[src/rtl/mul_8_seq.sv]
// 8x8 unsigned sequential multiplier: one shift-add step per clock through an
// 8-bit ripple adder, 9 busy cycles per product with a one-cycle done pulse.

module FA_8 (
    input  logic [7:0] in1,
    input  logic [7:0] in2,
    input  logic       cin,
    output logic [7:0] sum,
    output logic       overflow
);
    logic [8:0] c;

    assign c[0] = cin;

    for (genvar i = 0; i < 8; i++) begin : g_bit
        assign sum[i]   = in1[i] ^ in2[i] ^ c[i];
        assign c[i+1]   = (in1[i] & in2[i]) | (c[i] & (in1[i] ^ in2[i]));
    end

    // Unsigned carry-out of the MSB.
    assign overflow = c[8];
endmodule

module mul_8_seq (
    input  logic        clk,
    input  logic        reset,
    input  logic        start,
    input  logic [7:0]  a,
    input  logic [7:0]  b,
    output logic        busy,
    output logic        done,
    output logic [15:0] product
);
    typedef enum logic [1:0] {IDLE, RUN, DONE} state_t;

    state_t      state, state_next;
    logic [7:0]  mcand, hi, mq;
    logic [3:0]  count;

    logic [7:0]  add_sum;
    logic        add_cout;
    logic [7:0]  step_sum;
    logic        step_carry;
    logic [7:0]  hi_next, mq_next;

    FA_8 u_add (
        .in1      (hi),
        .in2      (mcand),
        .cin      (1'b0),
        .sum      (add_sum),
        .overflow (add_cout)
    );

    // Partial product is added only when the current multiplier bit is set.
    assign step_sum   = mq[0] ? add_sum  : hi;
    assign step_carry = mq[0] ? add_cout : 1'b0;
    assign hi_next    = {step_carry, step_sum[7:1]};
    assign mq_next    = {step_sum[0], mq[7:1]};

    always_ff @(posedge clk) begin
        if (reset) state <= IDLE;
        else       state <= state_next;
    end

    always_comb begin
        state_next = state;
        case (state)
            IDLE:    if (start) state_next = RUN;
            RUN:     if (count == 4'd7) state_next = DONE;
            DONE:    state_next = IDLE;
            default: state_next = IDLE;
        endcase
    end

    always_comb begin
        busy = (state != IDLE);
        done = (state == DONE);
    end

    always_ff @(posedge clk) begin
        if (reset) begin
            mcand   <= '0;
            hi      <= '0;
            mq      <= '0;
            count   <= '0;
            product <= '0;
        end else begin
            case (state)
                IDLE: begin
                    if (start) begin
                        mcand <= a;
                        mq    <= b;
                        hi    <= '0;
                        count <= '0;
                    end
                end
                RUN: begin
                    hi    <= hi_next;
                    mq    <= mq_next;
                    count <= count + 4'd1;
                    if (count == 4'd7) product <= {hi_next, mq_next};
                end
                default: ;
            endcase
        end
    end
endmodule
[config.mk]
export PLATFORM = sky130hd
export DESIGN_NAME = mul_8_seq
export DESIGN_NICKNAME = d
export VERILOG_FILES = /design/src/rtl/mul_8_seq.sv
export SDC_FILE = /design/constraint.sdc
export NUM_CORES = 1
export LEC_CHECK = 0
export ABC_AREA = 1
export CORE_ASPECT_RATIO = 1.1
export CORE_MARGIN = 2
export CORE_UTILIZATION = 45
export CTS_BUF_LIST = sky130_fd_sc_hd__clkbuf_8
export DETAILED_ROUTE_END_ITERATION = 7
export PLACE_DENSITY_LB_ADDON = 0.25
export SLEW_MARGIN = 20
export SYNTH_ARGS = -nofsm -noshare
export SYNTH_HDL_FRONTEND = slang
export SYNTH_SLANG_ARGS = --single-unit
[constraint.sdc]
create_clock -name clk -period 3.15 [get_ports clk]
set_clock_uncertainty 0.2 [all_clocks]
set_input_delay 0.4725 -clock clk [delete_from_list [all_inputs] [get_ports clk]]
set_output_delay 0.4725 -clock clk [all_outputs]
set_load 0.02 [all_outputs]
==> impl_summary.txt, run 1 <==
----------------------------------------------------
[Logic synthesis]
  Most area-hungry cell type in the Yosys netlist ... sky130_fd_sc_hd__dfxtp_1
  Top-area cell type share of the netlist area ... around 44%
  Number of unique standard cell types used by synthesis ... 31
  Yosys Warn Count ... 0
  Number of enable flip-flop cells after synthesis ... 0
  Flip-flop and latch count after synthesis ... 46
  Top cells by area in the synthesized netlist ... sky130_fd_sc_hd__dfxtp_1 (44%), sky130_fd_sc_hd__nand2_1 (12%), sky130_fd_sc_hd__fa_1 (6.7%)
  Syn Nets ... 287
  Async set or reset register ratio after synthesis ... 0%
  Most used standard cell by instance count after synthesis ... sky130_fd_sc_hd__nand2_1
  Leading cell types by count after synthesis ... sky130_fd_sc_hd__nand2_1 (67), sky130_fd_sc_hd__dfxtp_1 (46), sky130_fd_sc_hd__o21ai_0 (25), sky130_fd_sc_hd__nor2_1 (23), sky130_fd_sc_hd__inv_1 (20)
  Top_reg_cell synth ... sky130_fd_sc_hd__dfxtp_1
  Cell count after synthesis ... ~260
  Post-synthesis area per instance ... around 8 sq um
  Netlist Area Pre-Place ... between 2000 and 2500 sq um
  Share of synthesized area occupied by flip-flops and latches ... between 40 and 50%

[Timing]
  Transition time at the pin with the least slew margin ... between 500 and 600 ps
  Final count of negative-setup-slack endpoints ... 2
  Fin. max-slew vios ... 0
  Post-route worst setup slack ... -172 ps
  Fin crit period ... ~3300 ps
  Unrepaired setup endpoints after global routing ... true
  Tightest hold margin ... about 270 ps
  Final cycle utilization of the critical path ... 105%
  Summed negative setup slack over all endpoints ... -250 ps
  Headroom to the max-slew limit ... between 60% and 70%
  Count of endpoints failing hold in the final timing report ... 0
  Maximum frequency from static timing analysis ... between 0.3 and 0.4 GHz

[Detailed routing]
  Total routed wirelength ... around 4.3 mm
  Number of nets with antenna violations after detailed routing ... 0
  Iteration count of the initial detailed-routing pass ... 4
  Iter 0 DRT Violations ... between 100 and 150
  Avg Vias per Cell ... approximately 5.0
  DRC errors left ... 0
  Average wire per standard cell ... 12.4 um
  Total number of vias ... between 1.5k and 2k

[CTS]
  TritonCTS clock tree ... done
  Latest clock arrival within the worst-skew pair ... 300 ps
  Clock-pin slew reported for the worst setup and hold paths after clock tree synthesis ... approximately 80 ps
  Root buffer cell ... sky130_fd_sc_hd__clkbuf_8
  Clock Sink Count ... 46
  Number of buffers created by CTS ... 5
  H-tree levels ... 2
  Number of buffers on the longest clock path ... 2

[Floorplan]
  Number of core rows ... 25
  Core area ... 4380 sq um
  Die span in x ... 68.8 um
  Starting density of the core ... about 47%
  Floorplan die area ... roughly 5200 sq um
  Top-level port count ... 37
  DIE HEIGHT ... about 75 um

[Critical path]
  Element type at the critical path end ... flip-flop
  Chain of cells forming the critical path ... ha_2 > inv_2 > fa_2 > inv_2 > fa_2 > inv_2 > fa_2 > fa_2 > inv_2 > fa_2 > fa_2 > fa_1 > nand2_1 > nand2_2 > nand2_1 > a21oi_1
  Slowest cell on the critical path ... sky130_fd_sc_hd__fa_1
  Buffers plus inverters on the worst setup path ... 4
  Critical Path AT ... about 3400 ps
  Cell count of the worst reg-to-reg path ... 16
  Endpoint of the lowest-slack register-to-register path ... hi[6]
  Maximum net fanout on the critical path ... 2
  Worst setup SP type ... flip-flop
  Worst-case register-to-register setup slack ... -170 ps
  Critical path's most frequent cell ... sky130_fd_sc_hd__fa_2
  Delay-heaviest family, CP ... adder cells
  Crit Reg-Reg Startpoint ... mcand[0]
  Worst setup path category ... reg2reg
  Crit path required time ... roughly 3200 ps
  Delay contributed by the slowest stage of the critical path ... about 480 ps

[Global routing]
  Vias in the first global route ... about 1.7k
  Pin count of the biggest net entering global routing ... 35
  Global routing usage summed across all routing layers ... between 10% and 20%
  Sum of overflow across all layers after global routing ... 0
  Number of antenna violations at the first check in global routing ... 0
  Wire length of the first global-routing pass ... between 7 and 8 mm

[Outcome]
  Outcome ... finished, violations left
  Failing checks ... setup timing

[Worst hold path]
  Worst hold path startpoint ... product[9]
  Hold Path Class ... reg2reg
  End point of the most critical hold path ... product[9]
  Number of cells traversed by the worst hold path ... 2

[Job]
  Total of max-cap violations ... 0

[Place]
  Gp weighted congestion ... approximately 0.75
  Port Buffer Count ... 36
  Hpwl dp ... around 3 mm

[Power]
  Leak pwr ... 1.03 nW
  Power per Cell Area ... around 450 nW/um^2
  Worst IR Drop VDD ... about 0.00035 V

[Finish]
  Sequential Area ... 923 sq um
  Layout cell share with drive strength beyond 1 ... 14.9%
  Net count of the finished layout ... between 300 and 400
  Multi-input gate area in the final layout ... ~1000 sq um
  Fraction of the core area covered by cells at the end of the flow ... 59.3%
  Filler cell count in the final layout ... 377
  Final antenna diode count ... 0
  Area Overhead vs Synth ... 25.0%

----------------------------------------------------
cells by family (layout without fill, tap and decap cells):
family                     Yosys count  in the layout  synth area share, %
and+or+nand+nor                    124            124                 27.6
DFF                                 46             46                 44.3
AOI/OAI and AO/OA                   45             45                 12.0
buffers and inverters               35             72                 8.07
adders and majority gates            9              9                 7.95
routing by layer:
layer  vias up  track usage (%)  routed length (um)
li1        898                -                   -
met1       794             26.1                2000
met2        46             31.1                2000
met3         8             4.33                 250
met4         0             8.71                  81
met5         -                0                   0
tightest hold or removal path, cell delays in order, from the launching register on:
cell and delay (ps):
sky130_fd_sc_hd__dfxtp_1 310, sky130_fd_sc_hd__nand3_1 70, sky130_fd_sc_hd__nand2_1 50
stage by stage:
step	power (mW)	cell area, sq um	instances	setup slack [ps]
2_1_floorplan	0.718	2090	259	-39.3
3_3_place_gp	0.760	2460	341	-125
3_5_place_dp	0.763	2460	341	-209
4_1_cts	1.19	2590	350	-168
5_1_grt	1.23	2600	350	-318
6_report	1.18	2600	350	-172
worst max-delay path by stage:
stage	from	to	slack, ps	cells after the start
2_1_floorplan	mcand[0]	hi[6]	-40	16
3_3_place_gp	mcand[0]	hi[6]	-130	16
3_5_place_dp	mcand[0]	hi[6]	-210	16
4_1_cts	mcand[0]	hi[6]	-170	16
5_1_grt	mcand[0]	hi[6]	-320	16
6_report	mcand[0]	hi[6]	-170	16
cell usage in the layout, fill, tap and decap left out, drive strengths merged, types with 3 or more instances in the layout:
| cell | count |
|---|---|
| nor3b | 7 |
| nand3 | 22 |
| dfxtp | 46 |
| nor2 | 25 |
| a21oi | 15 |
| clkdlybuf4s50 | 36 |
| inv | 24 |
| clkbuf | 5 |
| nand2 | 69 |
| buf | 3 |
| o21ai | 29 |
| fa | 7 |
registers in the layout, indices dropped and copies added (netlist names):
name and cells:
mq 8, mcand 8, state 2, hi 8, product 16, count 4
final cells by class:
type	count	area share, %
clock buffers	5	2.65
clock inverters	3	1.59
inverters	25	3.81
multi-input cells	178	39.1
flip-flops and latches	46	35.5
well taps	54	2.60
repair buffers	39	14.7
what timing repair did:
action | in CTS | in global routing
setup endpoints to repair | 4 | 6
hold buffers | 0 | 0
resized for setup | 10 | 3
cloned | 0 | 0
pin swaps | 1 | 3
buffers inserted | 1 | 0
power by group:
part	internal, mW	switching, mW
combinational	0.0549	0.0737
clock	0.233	0.195
sequential	0.604	0.0183
total	0.892	0.287
No activity file was read; power rests on OpenSTA's default activity.
==> inputs of run 2 (changes only) <==
SKIP_CTS_REPAIR_TIMING = 1   (was unset)
==> run 2 against run 1 <==
Compared with the run above: sequential share of layout area shrank 0.051 points; the flow still finishes with violations (setup timing); global-route usage is essentially flat; flip-flop and latch count is the same; via count decreased by 0.69%; highest routed layer unchanged; total power rose by 0.32%; combinational power about the same; final cell count decreased by 0.29%; worst setup slack got worse by 36 ps.
==> impl_summary.txt, run 2 (synthesis gave the netlist of run 1 again) <==
----------------------------------------------------
[Detailed routing]
  Average wire per standard cell ... 12.5 um (+0.93%)
  Avg Vias per Cell ... 4.97 (-0.40%)
  Total number of vias ... 1734 (-0.69%)
  Number of nets with antenna violations after detailed routing ... 0 (unchanged)
  Iteration count of the initial detailed-routing pass ... 4 (unchanged)
  Iter 0 DRT Violations ... 118 (unchanged)
  DRC errors left ... 0 (unchanged)
  Total routed wirelength ... 4.36 mm (+0.65%)

[Floorplan]
  DIE HEIGHT ... 75.3 um (unchanged)
  Number of core rows ... 25 (unchanged)
  Die span in x ... 68.8 um (unchanged)
  Core area ... 4380 sq um (unchanged)
  Floorplan die area ... 5180 sq um (unchanged)
  Top-level port count ... 37 (unchanged)
  Starting density of the core ... 47.5% (unchanged)

[Timing]
  Headroom to the max-slew limit ... 63.1% (-0.15 points)
  Fin crit period ... 3360 ps (+36.1 ps)
  Unrepaired setup endpoints after global routing ... true
  Maximum frequency from static timing analysis ... 0.298 GHz (-1.1%)
  Post-route worst setup slack ... -208 ps (-36.1 ps)
  Final count of negative-setup-slack endpoints ... 4 (+2)
  Final cycle utilization of the critical path ... 107% (+1.1 points)
  Count of endpoints failing hold in the final timing report ... 0 (unchanged)
  Summed negative setup slack over all endpoints ... -348 ps (-97.5 ps)
  Transition time at the pin with the least slew margin ... 553 ps (+2.29 ps)
  Fin. max-slew vios ... 0 (unchanged)

[CTS]
  Root buffer cell ... sky130_fd_sc_hd__clkbuf_8
  Clock Sink Count ... 46 (unchanged)
  H-tree levels ... 2 (unchanged)
  Clock-pin slew reported for the worst setup and hold paths after clock tree synthesis ... 90 ps (about the same)
  Number of buffers created by CTS ... 5 (unchanged)
  Latest clock arrival within the worst-skew pair ... 300 ps (about the same)
  Number of buffers on the longest clock path ... 2 (unchanged)
  TritonCTS clock tree ... done

[Finish]
  Fraction of the core area covered by cells at the end of the flow ... 59.4% (+0.086 points)
  Multi-input gate area in the final layout ... 1030 sq um (+1.1%)
  Most common library cell in the layout ignoring fill and taps ... sky130_fd_sc_hd__nand2_1
  Post-route cell area ... 2600 sq um (+0.14%)
  Final Instance Count excl. Fillers ... 349 (-0.29%)
  Layout cell share with drive strength beyond 1 ... 14.6% (-0.29 points)
  Final antenna diode count ... 0 (unchanged)
  Net count of the finished layout ... 322 (-0.31%)
  Number of flip-flops in the largest register ... 16 (unchanged)
  Filler cell count in the final layout ... 374 (-0.80%)
  Area Overhead vs Synth ... 25.2%
  Register name with the most flops ... product
  Sequential Area ... 923 sq um (unchanged)
  Top library cells by usage in the layout, fill and taps aside ... sky130_fd_sc_hd__nand2_1 (65), sky130_fd_sc_hd__dfxtp_1 (44), sky130_fd_sc_hd__clkdlybuf4s50_1 (36), sky130_fd_sc_hd__o21ai_0 (25), sky130_fd_sc_hd__nor2_1 (23)

[Outcome]
  Failing checks ... setup timing
  Outcome ... finished, violations left

[Power]
  Leak pwr ... 1.02 nW (-0.58%)
  Power per Cell Area ... 455 nW/um^2 (+0.18%)
  Worst IR Drop VDD ... 0.000349 V (+0.26%)

[Global routing]
  Number of antenna violations at the first check in global routing ... 0 (unchanged)
  Sum of overflow across all layers after global routing ... 0 (unchanged)
  Vias in the first global route ... 1676 (unchanged)
  Global routing usage summed across all routing layers ... 19.7% (-0.031 points)
  Wire length of the first global-routing pass ... 7.56 mm (about the same)
  Pin count of the biggest net entering global routing ... 35 (unchanged)

[Place]
  Port Buffer Count ... 36 (unchanged)
  Post-Place Cell Area ... 2460 sq um (unchanged)
  Total instance count after detailed placement ... 341 (unchanged)
  Hpwl dp ... 3.08 mm (unchanged)
  Gp weighted congestion ... 0.752 (unchanged)

[Critical path]
  Worst setup SP type ... flip-flop
  Element type at the critical path end ... flip-flop
  Maximum net fanout on the critical path ... 3 (+1)
  Worst setup path category ... reg2reg
  Crit path required time ... 3190 ps (about the same)
  Critical Path AT ... 3400 ps (+40 ps)

[Worst hold path]
  Hold Path Class ... reg2reg

[Job]
  Total of max-cap violations ... 0 (unchanged)

----------------------------------------------------
==> run 2: power by group <==
part | internal [mW] | switching [mW]
clock network | 0.233 | 0.198
logic | 0.0549 | 0.0739
registers | 0.604 | 0.0187
==> run 2: worst max-delay path, cell delays in order (launching register included) <==
cell	delay [ps]
sky130_fd_sc_hd__dfxtp_2	350
sky130_fd_sc_hd__ha_4	150
sky130_fd_sc_hd__inv_2	40
sky130_fd_sc_hd__fa_2	180
sky130_fd_sc_hd__inv_2	40
sky130_fd_sc_hd__fa_2	330
sky130_fd_sc_hd__inv_2	70
sky130_fd_sc_hd__fa_2	190
sky130_fd_sc_hd__fa_2	190
sky130_fd_sc_hd__inv_2	40
sky130_fd_sc_hd__fa_2	340
sky130_fd_sc_hd__fa_2	390
sky130_fd_sc_hd__fa_1	480
sky130_fd_sc_hd__nand2_1	70
sky130_fd_sc_hd__nand2_2	80
sky130_fd_sc_hd__nand2_1	50
sky130_fd_sc_hd__a21oi_1	120
==> run 2: worst paths after layout <==
kind / end / slack (ps) / depth (start not counted) / from
worst max register to register: hi[6] / -210 / 16 / hi[0]
worst min register to register: product[13] / 270 / 2 / product[13]
worst min-delay path: product[13] / 270 / 2 / product[13]
worst max-delay path: hi[6] / -210 / 16 / hi[0]
==> run 2: stage by stage <==
stage	worst slack, ps	power, mW	hold slack [ps]
floorplan	-39.3	0.718	235
global placement	-125	0.760	258
detailed placement	-209	0.763	262
CTS	-222	1.19	275
global route	-359	1.23	308
finish	-208	1.18	271
==> run 2: cell type report <==
cell class | count | share of cell area [%]
repair buffers | 38 | 14.4
multi-input cells | 178 | 39.4
clock buffers | 5 | 2.65
well taps | 54 | 2.60
inverters | 25 | 3.80
flip-flops and latches | 46 | 35.5
clock inverters | 3 | 1.59
==> run 2: routing by layer <==
metal	GRT usage, %	up-vias	wire length (um)
li1	-	896	-
met3	4.33	8	248
met1	26.0	784	2020
met2	31.1	46	2020
met5	0	-	0
met4	8.71	0	78
==> inputs of run 3 (changes only) <==
CELL_PAD_IN_SITES_DETAIL_PLACEMENT = 1   (was unset)
CELL_PAD_IN_SITES_GLOBAL_PLACEMENT = 2   (was unset)
CORE_UTILIZATION = 28   (was 45)
==> run 3 against run 2 <==
Compared with the run above: the run still ends with setup timing left; cell area is 1.5% higher; non-clock buffer count is 4 higher; clock-buffer cell count is 1 higher; worst setup slack better by 49 ps; hold slack better by 4.4 ps; total power is 2.8% lower; critical path depth stayed put; critical path type unchanged; highest routed layer unchanged.
==> impl_summary.txt, run 3 (synthesis gave the netlist of run 1 again) <==
----------------------------------------------------
[Outcome]
  Outcome ... finished, violations left
  Failing checks ... setup timing

[Power]
  Worst IR Drop VDD ... 0.000185 V (-47%)
  Switching Share ... 27.1% (+2.6 points)
  Power dissipated by switching net loads ... 0.312 mW (+7.4%)
  Clk network pwr share ... 33.9% (-2.6 points)
  Sequential share of power ... 54.2% (+1.6 points)
  Power per Cell Area ... 435 nW/um^2 (-4.3%)
  Combinational share of power ... 11.9% (+1.0 points)
  Leak pwr ... 1.03 nW (+1.2%)
  Internal power summed over all cells ... 0.837 mW (-6.2%)

[CTS]
  Clock-pin slew reported for the worst setup and hold paths after clock tree synthesis ... 90 ps (about the same)
  Root buffer cell ... sky130_fd_sc_hd__clkbuf_8
  H-tree levels ... 2 (unchanged)
  Number of buffers on the longest clock path ... 2 (unchanged)
  Clock Sink Count ... 46 (unchanged)
  Latest clock arrival within the worst-skew pair ... 300 ps (about the same)
  TritonCTS clock tree ... done
  Number of buffers created by CTS ... 5 (unchanged)

[Floorplan]
  Starting density of the core ... 29.3% (-18 points)
  Die span in x ... 86.1 um (+25%)
  Floorplan die area ... 8130 sq um (+57%)
  DIE HEIGHT ... 94.4 um (+25%)
  Top-level port count ... 37 (unchanged)
  Core area ... 7090 sq um (+62%)
  Number of core rows ... 32 (+28%)

[Timing]
  Transition time at the pin with the least slew margin ... 608 ps (+54.8 ps)
  Tightest hold margin ... 276 ps (+4.39 ps)
  Headroom to the max-slew limit ... 59.3% (-3.8 points)
  Unrepaired setup endpoints after global routing ... true
  Final cycle utilization of the critical path ... 105% (-1.5 points)
  Final count of negative-setup-slack endpoints ... 2 (-2)
  Maximum frequency from static timing analysis ... 0.302 GHz (+1.5%)
  Count of endpoints failing hold in the final timing report ... 0 (unchanged)
  Fin crit period ... 3310 ps (-48.6 ps)
  Post-route worst setup slack ... -160 ps (+48.6 ps)
  Fin. max-slew vios ... 0 (unchanged)

[Finish]
  Final antenna diode count ... 0 (unchanged)
  Most common library cell in the layout ignoring fill and taps ... sky130_fd_sc_hd__nand2_1
  Filler cell count in the final layout ... 874 (+130%)
  Top library cells by usage in the layout, fill and taps aside ... sky130_fd_sc_hd__nand2_1 (67), sky130_fd_sc_hd__dfxtp_1 (44), sky130_fd_sc_hd__clkdlybuf4s50_1 (36), sky130_fd_sc_hd__o21ai_0 (25), sky130_fd_sc_hd__nor2_1 (23)
  Fraction of the core area covered by cells at the end of the flow ... 37.3% (-22 points)
  Layout cell share with drive strength beyond 1 ... 15.4% (+0.81 points)
  Area Overhead vs Synth ... 27.0%
  Number of flip-flops in the largest register ... 16 (unchanged)
  Register name with the most flops ... product
  Post-route cell area ... 2640 sq um (+1.5%)
  Net count of the finished layout ... 326 (+1.2%)

[Critical path]
  Crit path required time ... 3200 ps (about the same)
  Worst setup SP type ... flip-flop
  Element type at the critical path end ... flip-flop
  Maximum net fanout on the critical path ... 2 (-1)
  Critical Path AT ... 3360 ps (-40 ps)
  Worst setup path category ... reg2reg

[Detailed routing]
  Total number of vias ... 1781 (+2.7%)
  Avg Vias per Cell ... 4.64 (-6.7%)
  Iteration count of the initial detailed-routing pass ... 4 (unchanged)
  Average wire per standard cell ... 14.4 um (+15%)
  Number of nets with antenna violations after detailed routing ... 0 (unchanged)
  DRC errors left ... 0 (unchanged)
  Iter 0 DRT Violations ... 46 (-61%)
  Total routed wirelength ... 5.54 mm (+27%)

[Place]
  Gp weighted congestion ... 0.714 (-5.1%)
  Post-Place Cell Area ... 2530 sq um (+2.8%)
  Hpwl dp ... 3.79 mm (+23%)
  Port Buffer Count ... 36 (unchanged)
  Worst-case setup slack after placement ... -208 ps (+0.904 ps)

[Global routing]
  Vias in the first global route ... 1835 (+9.5%)
  Number of antenna violations at the first check in global routing ... 0 (unchanged)
  Wire length of the first global-routing pass ... 9.24 mm (+22%)
  Pin count of the biggest net entering global routing ... 22 (-37%)
  Sum of overflow across all layers after global routing ... 0 (unchanged)
  Global routing usage summed across all routing layers ... 14.7% (-5.1 points)

[Worst hold path]
  Hold Path Class ... reg2reg

[Job]
  Total of max-cap violations ... 0 (unchanged)

----------------------------------------------------
[run 3: changes by cell type in the layout (fill, tap and decap cells not counted)]
cell / before / now
sky130_fd_sc_hd__buf_4: 2 / 6
sky130_fd_sc_hd__bufinv_16: 1 / 0
sky130_fd_sc_hd__clkbuf_8: 5 / 6
sky130_fd_sc_hd__clkinv_2: 0 / 1
sky130_fd_sc_hd__ha_2: 0 / 1
sky130_fd_sc_hd__ha_4: 1 / 0
sky130_fd_sc_hd__inv_1: 17 / 16
sky130_fd_sc_hd__nand2_1: 65 / 67
sky130_fd_sc_hd__nand2_2: 3 / 1
[run 3: layer usage]
metal	vias to the layer above	global-route usage, %	share of wire [%]
met5	-	0	0
met3	5	3.41	3.4
li1	900	-	-
met4	0	3.57	1.0
met1	848	19.5	48
met2	28	24.1	48
[run 3: final cells by class]
cell class | count | area [sq um] | area share [%]
repair buffers | 42 | 405 | 15.4
well taps | 85 | 106 | 4.03
clock inverters | 2 | 12.5 | 0.474
inverters | 25 | 98.8 | 3.74
clock buffers | 6 | 82.6 | 3.13
flip-flops and latches | 46 | 923 | 35.0
multi-input cells | 178 | 1010 | 38.3
[run 3: critical path, cell delays in order, from the launching register on]
cell and delay, ps:
sky130_fd_sc_hd__dfxtp_2 340, sky130_fd_sc_hd__ha_2 180, sky130_fd_sc_hd__inv_2 50, sky130_fd_sc_hd__fa_2 180, sky130_fd_sc_hd__inv_2 40, sky130_fd_sc_hd__fa_2 320, sky130_fd_sc_hd__inv_2 60, sky130_fd_sc_hd__fa_2 190
sky130_fd_sc_hd__fa_2 190, sky130_fd_sc_hd__inv_2 40, sky130_fd_sc_hd__fa_2 330, sky130_fd_sc_hd__fa_2 340, sky130_fd_sc_hd__fa_1 480, sky130_fd_sc_hd__nand2_1 50, sky130_fd_sc_hd__nand2_1 90, sky130_fd_sc_hd__nand2_1 60
sky130_fd_sc_hd__a21oi_2 120
[run 3: path summary, 6_finish.rpt]
check	start	end	slack, ps	cells after the start
worst max-delay path	mcand[0]	hi[6]	-160	16
worst max register to register	mcand[0]	hi[6]	-160	16
worst min-delay path	product[9]	product[9]	280	2
worst min register to register	product[9]	product[9]	280	2
[run 3: per-stage QoR]
| stage | setup TNS (ps) | instances | power (mW) |
|---|---|---|---|
| after detailed placement | -333 | 376 | 0.775 |
| final | -240 | 384 | 1.15 |
| after floorplan | -39.3 | 259 | 0.718 |
| after CTS | -393 | 384 | 1.16 |
| after global placement | -243 | 376 | 0.773 |
| after global routing | -635 | 384 | 1.22 |
[run 3: power groups by stage]
stage	clock network, mW	logic, mW	registers (mW)
CTS	0.402	0.140	0.623
finish	0.389	0.137	0.623
global placement	0	0.137	0.636
floorplan	0	0.0898	0.629
global route	0.437	0.156	0.627
detailed placement	0	0.139	0.636
